$ cat src/rtl/vga_timing_gen.sv
// VGA raster timing generator: registered column/row position with valid, sync and start pulses.
// Define VGA_FRAME_CNT_EN to build the 8-bit completed-frame counter; otherwise frame_count is tied to zero.
module vga_timing_gen #(
  parameter int H_ACTIVE  = 640,
  parameter int H_FP      = 16,
  parameter int H_SYNC    = 96,
  parameter int H_BP      = 48,
  parameter int V_ACTIVE  = 480,
  parameter int V_FP      = 10,
  parameter int V_SYNC    = 2,
  parameter int V_BP      = 33,
  parameter bit HSYNC_POL = 1'b0,
  parameter bit VSYNC_POL = 1'b0,
  parameter int CW        = 10
) (
  input  logic          vga_clock,
  input  logic          rst_n_i,
  input  logic          enable,
  output logic [CW-1:0] vga_col,
  output logic [CW-1:0] vga_row,
  output logic          vga_valid,
  output logic          h_sync,
  output logic          v_sync,
  output logic          line_start,
  output logic          frame_start,
  output logic [7:0]    frame_count
);

  localparam int H_TOTAL  = H_ACTIVE + H_FP + H_SYNC + H_BP;
  localparam int V_TOTAL  = V_ACTIVE + V_FP + V_SYNC + V_BP;
  localparam int HS_START = H_ACTIVE + H_FP;
  localparam int HS_END   = H_ACTIVE + H_FP + H_SYNC;
  localparam int VS_START = V_ACTIVE + V_FP;
  localparam int VS_END   = V_ACTIVE + V_FP + V_SYNC;

  localparam logic [CW-1:0] H_LAST = CW'(H_TOTAL - 1);
  localparam logic [CW-1:0] V_LAST = CW'(V_TOTAL - 1);
  localparam logic [CW-1:0] ONE    = CW'(1);

  if (H_TOTAL > (1 << CW) || V_TOTAL > (1 << CW)) begin : g_size_check
    $error("vga_timing_gen: H_TOTAL or V_TOTAL does not fit in CW bits");
  end

  logic          col_wrap;
  logic          row_wrap;
  logic [CW-1:0] col_next;
  logic [CW-1:0] row_next;

  // Decode attributes from the next position so every output lines up with the counters.
  always_comb begin
    col_wrap = (vga_col == H_LAST);
    row_wrap = (vga_row == V_LAST);
    col_next = col_wrap ? '0 : vga_col + ONE;
    row_next = vga_row;
    if (col_wrap) begin
      row_next = row_wrap ? '0 : vga_row + ONE;
    end
  end

  // Reset parks on the last position so the first enabled edge presents (0,0) with fresh pulses.
  always_ff @(posedge vga_clock or negedge rst_n_i) begin
    if (!rst_n_i) begin
      vga_col     <= H_LAST;
      vga_row     <= V_LAST;
      vga_valid   <= 1'b0;
      h_sync      <= ~HSYNC_POL;
      v_sync      <= ~VSYNC_POL;
      line_start  <= 1'b0;
      frame_start <= 1'b0;
    end else if (enable) begin
      vga_col     <= col_next;
      vga_row     <= row_next;
      vga_valid   <= (int'(col_next) < H_ACTIVE) && (int'(row_next) < V_ACTIVE);
      h_sync      <= (int'(col_next) >= HS_START && int'(col_next) < HS_END) ? HSYNC_POL : ~HSYNC_POL;
      v_sync      <= (int'(row_next) >= VS_START && int'(row_next) < VS_END) ? VSYNC_POL : ~VSYNC_POL;
      line_start  <= (col_next == '0);
      frame_start <= (col_next == '0) && (row_next == '0);
    end else begin
      line_start  <= 1'b0;
      frame_start <= 1'b0;
    end
  end

`ifdef VGA_FRAME_CNT_EN
  logic [7:0] frame_cnt_q;

  // Counts on the same edge that presents (0,0), wrapping naturally at 8 bits.
  always_ff @(posedge vga_clock or negedge rst_n_i) begin
    if (!rst_n_i) begin
      frame_cnt_q <= 8'd0;
    end else if (enable && col_wrap && row_wrap) begin
      frame_cnt_q <= frame_cnt_q + 8'd1;
    end
  end

  assign frame_count = frame_cnt_q;
`else
  assign frame_count = 8'd0;
`endif

endmodule
$ cat config.mk
export PLATFORM = sky130hd
export DESIGN_NAME = vga_timing_gen
export DESIGN_NICKNAME = d
export VERILOG_FILES = /design/src/rtl/vga_timing_gen.sv
export SDC_FILE = /design/constraint.sdc
export NUM_CORES = 1
export LEC_CHECK = 0
export CORE_MARGIN = 2
export CORE_UTILIZATION = 50
export CTS_BUF_LIST = sky130_fd_sc_hd__clkbuf_8
export DETAILED_ROUTE_END_ITERATION = 8
export PLACE_DENSITY = 0.88
export SYNTH_ARGS = -nofsm -noshare
export SYNTH_HDL_FRONTEND = slang
export SYNTH_SLANG_ARGS = --single-unit
$ cat constraint.sdc
create_clock -name vga_clock -period 2.34 [get_ports vga_clock]
set_input_delay 0.234 -clock vga_clock [delete_from_list [all_inputs] [get_ports vga_clock]]
set_output_delay 0.234 -clock vga_clock [all_outputs]
set_load 0.02 [all_outputs]
Word level (Yosys, flattened, before mapping)
Index checks and enable logic that the tools add are counted.
- word-level logic and storage cells: 30
- input bits: 3
- flip-flop bits (word level): 25
- equal/unequal tests: 2
- muxes and demuxes: 7
- add/sub/neg operators: 2
- $lt $le $gt $ge: 6
- reductions and logical operators: 6
- operator list (kind ; count):
    $mux W10 ; 3
    $add A10 B1 Y10 const B ; 2
    $eq A10 B10 Y1 const B ; 2
    $logic_not A10 Y1 ; 2
    $lt A10 B10 Y1 const B ; 2
    $lt A10 B9 Y1 const B ; 2
    $ge A10 B10 Y1 const B ; 1
    $ge A10 B9 Y1 const B ; 1
    $logic_and A1 B1 Y1 ; 4
    $mux W1 ; 4

Logic depth before layout (Yosys ltp)
Gate-level depths: netlist (run 1).
- depth in word-level cells: 6
- mapped depth: 9

Worst setup path before layout (run 1)
OpenSTA, ideal clock, no wires.
- kind: flip-flop to flip-flop
- start: reg vga_col[0]
- end: reg v_sync
- path buffers: 1
- arrival: 2.162 ns
- stages on the path, launching flop included: 9
- setup time: 0.090 ns
- path slack: 0.088 ns
- path through: dfstp_2 > ha_1 > clkbuf_2 > and4_4 > nand3_2 > or3_1 > and3_4 > nor4b_2 > a21oi_1
- word-level cells in the longest chain between the ends: 5
- elaborated cells between the ends (all ways): 6
- classes of those cells: order compare: 2; eq/ne: 1; mux: 2; reduce/logical: 1
- ends and longest elaborated chain (what ; RTL line ; text):
    start, declared ; 19 ; output logic [CW-1:0] vga_col,
    start signal, assigned ; 71 ; vga_col <= col_next;
    $eq A10 B10 Y1 (*) ; 51 ; col_wrap = (vga_col == H_LAST);
    $mux W10 (*) ; 55 ; if (col_wrap) begin
    $ge A10 B9 Y1 / $lt A10 B9 Y1 (equally long branches) ; 75 ; v_sync <= (int'(row_next) >= VS_START && int'(row_next) < VS_END) ? VSYNC_POL : ~VSYNC_POL;
    $logic_and A1 B1 Y1 (*) ; 75 ;
    $mux W1 (*) ; 75 ;
    end signal, assigned ; 67 ; v_sync <= ~VSYNC_POL;
    end signal, assigned ; 75 ;
    end, declared ; 23 ; output logic v_sync,
Mark *: on every way between the ends. The rest lies on a longest branch, timed or not.
A chain may end at the register's enable or synchronous reset.

Final worst setup path (run 1)
- start: reg vga_row[3]
- end: reg vga_valid
- word-level cells in the longest chain between the ends: 5
- elaborated cells between the ends (all ways): 6
- classes of those cells: add/sub: 1; order compare: 1; eq/ne: 1; mux: 2; reduce/logical: 1
- ends and longest elaborated chain (what ; RTL line ; text):
    start, declared ; 20 ; output logic [CW-1:0] vga_row,
    start signal, assigned ; 72 ; vga_row <= row_next;
    $add A10 B1 Y10 / $eq A10 B10 Y1 (equally long branches) ; 56, 52 ;
    $mux W10 ; 56 ; row_next = row_wrap ? '0 : vga_row + ONE;
    $mux W10 (*) ; 55 ;
    $lt A10 B9 Y1 (*) ; 73 ; vga_valid <= (int'(col_next) < H_ACTIVE) && (int'(row_next) < V_ACTIVE);
    $logic_and A1 B1 Y1 (*) ; 73 ;
    end signal, assigned ; 73 ;
    end, declared ; 21 ; output logic vga_valid,
Marked as above.

==> metrics.cfg, run 1 <==
[setup_path]
cp.arrival_ns=2.41
required_ns=2.52
cpMostUsedCell=and4_1
cp.buffers_inverters=0
cp_cell_sequence=and4_1, and4_1, a21bo_1, a31oi_1, or2_1, o32ai_1
critical_path.max_fanout=12
end_kind=register
path_class=register to register
crit_family=simple AND/OR/NAND/NOR gates
setup.worst_path.start_class=register
cp_slowest_stage_delay_ns=0.65
cpMaxStageDelayCell=dfstp_2

[global_routing]
grt_max_degree=26
antenna_found_initial=0
grt_pass1_vias=1605
grt_usage_pct=21.6
grt_pass1_wl_um=7560
grt.overflow.total=0

[synth]
ys_types=56
synth_top_family_by_area=simple AND/OR/NAND/NOR gates
ys_seq_elements=25
ys.warnings.count=0
synth_compound_area_share_pct=19.5
synth_top_area_share_pct=16.7
syn_area_per_cell_sq_um=8.80
synth-adder-area-share_pct=2.56
synth_area_leaders=dfrtp_1 17%, dfstp_2 16%, o21ai_0 5.6%
synth-edff-count=0
synth-simple-area-share_pct=29.3
syn_inst=222
synth-xor-area-share_pct=4.48
ys.flop_type=dfrtp_1
ys_async_sr_fraction_pct=100
yosysTopAreaCell=dfrtp_1
synthMuxAreaShare_pct=1.60
ys_seq_area_share_pct=32.8
syn_area_sq_um=1950

[die]
initial_utilization_pct=52.6
rows=22
dieArea_sq_um=4420
die_y_um=66.5
io_pins=36
die_w_um=66.5
core_area_sq_um=3720

[finish]
num-nets-final=255
syn_to_final_growth_pct=17.1
most-common-layout-cells=27 x clkdlybuf4s50_1, 22 x o21ai_0, 19 x nand2_1
n_antenna_cell=0
layout_commonest_cell=clkdlybuf4s50_1
drive_above_1_share_pct=17.8

[timing]
setup-violations-final=0
drv_slew=0
finClkSkew_ns=0.00610
fin_crit_ns=2.23
rsz0062_at_grt=no
min_period_over_period_pct=95.2
setup_ws_ns=0.112
fmax_mhz=449
setup_tns_ns=0
hold_violations=0

[power_and_ir_drop]
vdd_drop_max_uv=543
power.leakage_nw=0.901
clock_power_share_pct=12.1
p_per_area_nw_per_um2=953
power.share.sequential_pct=37.4
combPwrFrac_pct=50.5
switching_share_pct=43.7
internal_power_mw=1.23
p_switching_mw=0.954

[clock_tree]
cts_buffers=3
cts-htree-levels=1
cts_setup_buffers=0
cts_tree=yes
cts_root_buf=clkbuf_8
clkSinkCount=25
clk_pin_slew_ns=0.10
holdBufCountCts=0
clkLatencyLatePin_ns=0.27
cts.path.max_buffers=2

[route]
ant_nets=0
wl_per_cell_um=15.1
viasPerCell=5.89
drt_pass1_iterations=5
drc=0
dr.first_iter.drc_count=169
routed_wl_um=4440
num_vias=1737

[placement]
port_buffers=27
pre_cts_slack_ns=0.153
dp_hpwl_um=3290
place_congestion=0.923

[run]
cap_violations=0

[min_path]
worstHoldPathType=input pin to asynchronous set/reset pin

[run_status]
status=completed

## final timing paths
kind,start,endpoint,slack (ns),cells past startpoint
min in group vga_clock,h_sync,h_sync,0.51,2
max in group asynchronous,rst_n_i,vga_row[2],1.73,2
hold / removal,rst_n_i,vga_col[5],0.32,2
setup / recovery,vga_row[3],vga_valid,0.11,6
hold reg to reg,h_sync,h_sync,0.51,2
setup reg to reg,vga_row[3],vga_valid,0.11,6
## metrics by stage
stage               hold slack (ns)  cells  power, mW  utilization (%)  instance area (sq um)
floorplan                   -0.0616    229       1.58                -                   1980
global placement              0.491    291       1.89             60.3                   2240
detailed placement            0.483    291       1.91             60.3                   2240
CTS                           0.331    295       2.18             61.5                   2290
global route                  0.370    295       2.33             61.5                   2290
finish                        0.319    295       2.18             61.5                   2290
## metal layers
layer / vias up / track usage, % / share of wire [%]
met5: - / 0 / 0
met4: 0 / 3.83 / 1.1
li1: 845 / - / -
met1: 823 / 28.6 / 43
met2: 59 / 38.0 / 51
met3: 10 / 2.87 / 4.5
## power by group through the flow
stage | combinational (mW) | clock (mW) | sequential (mW)
after floorplan | 0.777 | 0 | 0.800
after global placement | 1.08 | 0 | 0.810
after detailed placement | 1.09 | 0 | 0.817
after CTS | 1.10 | 0.272 | 0.811
after global routing | 1.20 | 0.287 | 0.842
final | 1.10 | 0.264 | 0.814
## worst reg2reg max path, delay by kind of cell, from the launching register on
kind / cells / cell delay (ns)
flip-flops: 1 / 0.65
AO/OA/AOI/OAI: 3 / 0.54
AND/OR/NAND/NOR: 3 / 0.95
## state kept, by name (all words and copies together), names as in the netlist
register and cells:
vga_col 10, vga_row 10, frame_start 1, h_sync 1, line_start 1, v_sync 1, vga_valid 1
## Yosys cell counts (4+ instances only)
library cell	n
o21a_1	4
buf_4	9
nand4_1	6
dfstp_2	12
a21oi_1	10
ha_1	4
nor3_1	4
clkbuf_1	5
nand2_1	19
o21ai_0	22
inv_1	6
xnor2_1	10
buf_2	7
nor2_1	14
and3_1	4
nand3_1	10
nand2b_1	6
a31oi_1	7
dfrtp_1	13
## cell families (layout without fill, tap and decap cells)
kind of cell,count (synthesis),count (layout)
and+or+nand+nor,88,88
muxes,3,3
xor gates and xnor gates,10,10
AOI/OAI and AO/OA,59,59
other,1,8
DFF,25,25
adders and majority gates,4,4
buffers and inverters,32,50
## what timing repair did
action	in CTS	in global routing
gates resized for setup	0	1
endpoints found under the hold margin	0	0
setup endpoints to repair	0	1
## area by class of cell
type	instances	area, sq um
fill	309	1430
multi-input combinational	172	1150
sequential	25	642
timing repair buffer	39	360
tap	48	60.1
clock buffer	3	41.3
inverter	7	26.3
clock inverter	1	5.00
Power figures use the tool's default switching activity.
==> run 2, diff against run 1 <==
- REMOVE_ABC_BUFFERS: not set -> 1
==> metrics.cfg, run 2 (synthesis gave the netlist of run 1 again) <==
[setup_path]
cp-startpoint=vga_row[3]  ; unchanged
path_class=register to register  ; unchanged
end_kind=register  ; unchanged
setup.worst_path.start_class=register  ; unchanged
critical_path.max_fanout=12  ; unchanged
required_ns=2.52  ; about the same
r2r_end=vga_valid  ; unchanged
cp_slowest_stage_delay_ns=0.65  ; about the same
crit_path_end=vga_valid  ; unchanged
rr_startpoint=vga_row[3]  ; unchanged
cpMaxStageDelayCell=dfstp_2  ; unchanged
cp_cell_sequence=and4_2, and4_1, a21bo_1, a31oi_1, or2_1, o32ai_1  ; was and4_1, and4_1, a21bo_1, a31oi_1, or2_1, o32ai_1
cp.arrival_ns=2.36  ; was 2.41 ns
r2r_cells=6  ; unchanged
reg2reg_setup_slack_ns=0.16  ; was 0.11 ns

[timing]
finClkSkew_ns=0.00620  ; was 0.00610 ns
fmax_mhz=459  ; was 449 MHz
finalHoldWorstSlack_ns=0.319  ; about the same
setup_tns_ns=0  ; unchanged
min_period_over_period_pct=93.1  ; was 95.2%
setup-violations-final=0  ; unchanged
rsz0062_at_grt=no  ; unchanged
drv_slew=0  ; unchanged
setup_ws_ns=0.163  ; was 0.112 ns
hold_violations=0  ; unchanged
fin_crit_ns=2.18  ; was 2.23 ns

[power_and_ir_drop]
p_per_area_nw_per_um2=963  ; was 953 nW/um^2
power.leakage_nw=0.893  ; was 0.901 nW
power.share.sequential_pct=37.0  ; was 37.4%
internal_power_mw=1.23  ; about the same
clock_power_share_pct=12.4  ; was 12.1%
vdd_drop_max_uv=455  ; was 543 uV
switching_share_pct=44.2  ; was 43.7%
power.total_mw=2.20  ; was 2.18 mW
p_switching_mw=0.971  ; was 0.954 mW
combPwrFrac_pct=50.6  ; was 50.5%

[global_routing]
grt_usage_pct=21.8  ; was 21.6%
grt.overflow.total=0  ; unchanged
grt_pass1_vias=1547  ; was 1605
grt_max_degree=26  ; unchanged
antenna_found_initial=0  ; unchanged
grt_pass1_wl_um=7450  ; was 7560 um

[die]
io_pins=36  ; unchanged
die_w_um=66.5  ; unchanged
dieArea_sq_um=4420  ; unchanged
core_area_sq_um=3720  ; unchanged
initial_utilization_pct=52.6  ; unchanged
die_y_um=66.5  ; unchanged
rows=22  ; unchanged

[clock_tree]
cts-htree-levels=1  ; unchanged
clkSinkCount=25  ; unchanged
cts_setup_buffers=0  ; unchanged
clkLatencyLatePin_ns=0.27  ; about the same
cts_root_buf=clkbuf_8  ; unchanged
cts_tree=yes  ; unchanged
cts_buffers=3  ; unchanged
clk_pin_slew_ns=0.10  ; about the same
cts.path.max_buffers=2  ; unchanged

[finish]
final_util_pct=61.4  ; was 61.5%
most-common-layout-cells=27 x clkdlybuf4s50_1, 22 x o21ai_0, 19 x nand2_1  ; unchanged
n_antenna_cell=0  ; unchanged
multi_input_area_sq_um=1150  ; about the same
syn_to_final_growth_pct=16.8  ; was 17.1%
drive_above_1_share_pct=17.5  ; was 17.8%
reg_top3=vga_col (10), vga_row (10)  ; unchanged
fillerInstances=314  ; was 309
layout_commonest_cell=clkdlybuf4s50_1  ; unchanged
regArea_sq_um=641  ; was 642 sq um
num-nets-final=254  ; was 255

[route]
drt_pass1_iterations=4  ; was 5
viasPerCell=5.91  ; was 5.89
routed_wl_um=4530  ; was 4440 um
num_vias=1738  ; was 1737
dr.first_iter.drc_count=151  ; was 169
drc=0  ; unchanged
wl_per_cell_um=15.4  ; was 15.1 um
ant_nets=0  ; unchanged

[placement]
place_congestion=0.894  ; was 0.923
dp_hpwl_um=3270  ; was 3290 um
port_buffers=27  ; unchanged
pre_cts_slack_ns=0.153  ; about the same

[run]
cap_violations=0  ; unchanged

[run_status]
status=completed  ; unchanged

[min_path]
worstHoldPathType=input pin to asynchronous set/reset pin  ; unchanged

[run 2: changes by cell type in the layout (fill, tap and decap cells not counted)]
cell and delta:
and4_1 -1, and4_2 +1, buf_4 -1, clkinv_2 -1, clkinvlp_4 +1, dfrtp_1 +1, dfrtp_2 -1
[run 2: worst min path at each step]
stage             from           to  depth (start not counted)
2_1_floorplan  rst_n_i  frame_start                          0
3_3_place_gp    h_sync       h_sync                          2
3_5_place_dp    h_sync       h_sync                          2
4_1_cts        rst_n_i   line_start                          2
5_1_grt        rst_n_i   line_start                          2
6_report       rst_n_i   vga_row[1]                          2
[run 2: layout make-up]
cell class / count / share of cell area, %
multi-input combinational: 172 / 50.5
sequential: 25 / 28.1
timing repair buffer: 38 / 15.5
tap: 48 / 2.63
clock buffer: 3 / 1.81
inverter: 7 / 1.15
clock inverter: 1 / 0.329
[run 2: stage by stage]
| stage | cell area, sq um | cells |
|---|---|---|
| 2_1_floorplan | 1820 | 204 |
| 3_3_place_gp | 2230 | 290 |
| 3_5_place_dp | 2230 | 290 |
| 4_1_cts | 2280 | 294 |
| 5_1_grt | 2280 | 294 |
| 6_report | 2280 | 294 |
[run 2: power groups by stage]
stage | sequential, mW | clock (mW) | combinational (mW)
2_1_floorplan | 0.911 | 0 | 0.575
3_3_place_gp | 0.808 | 0 | 1.08
3_5_place_dp | 0.814 | 0 | 1.10
4_1_cts | 0.807 | 0.277 | 1.10
5_1_grt | 0.840 | 0.306 | 1.20
6_report | 0.814 | 0.272 | 1.11
[run 2: per-layer routing]
layer | up-vias | share of wire, % | global-route usage (%)
li1 | 842 | - | -
met1 | 823 | 46 | 32.6
met2 | 65 | 48 | 33.5
met3 | 8 | 4.5 | 2.03
met4 | 0 | 1.3 | 5.87
met5 | - | 0 | 0
[run 2: repair_timing]
| action | in CTS | in global routing |
|---|---|---|
| endpoints found under the setup margin | 0 | 1 |
| resized for setup | 0 | 1 |
| hold buffers | 0 | 0 |
[run 2: critical path: cells and delay by family (launching register included)]
family	cells	cell delay (ns)
and+or+nand+nor	3	0.89
DFF	1	0.65
AOI/OAI and AO/OA	3	0.54
==> run 3, diff against run 2 <==
- CTS_CLUSTER_DIAMETER: not set -> 60
==> results of run 3 <==
No change in the layout: final DEF, timing and power equal those of run 2.
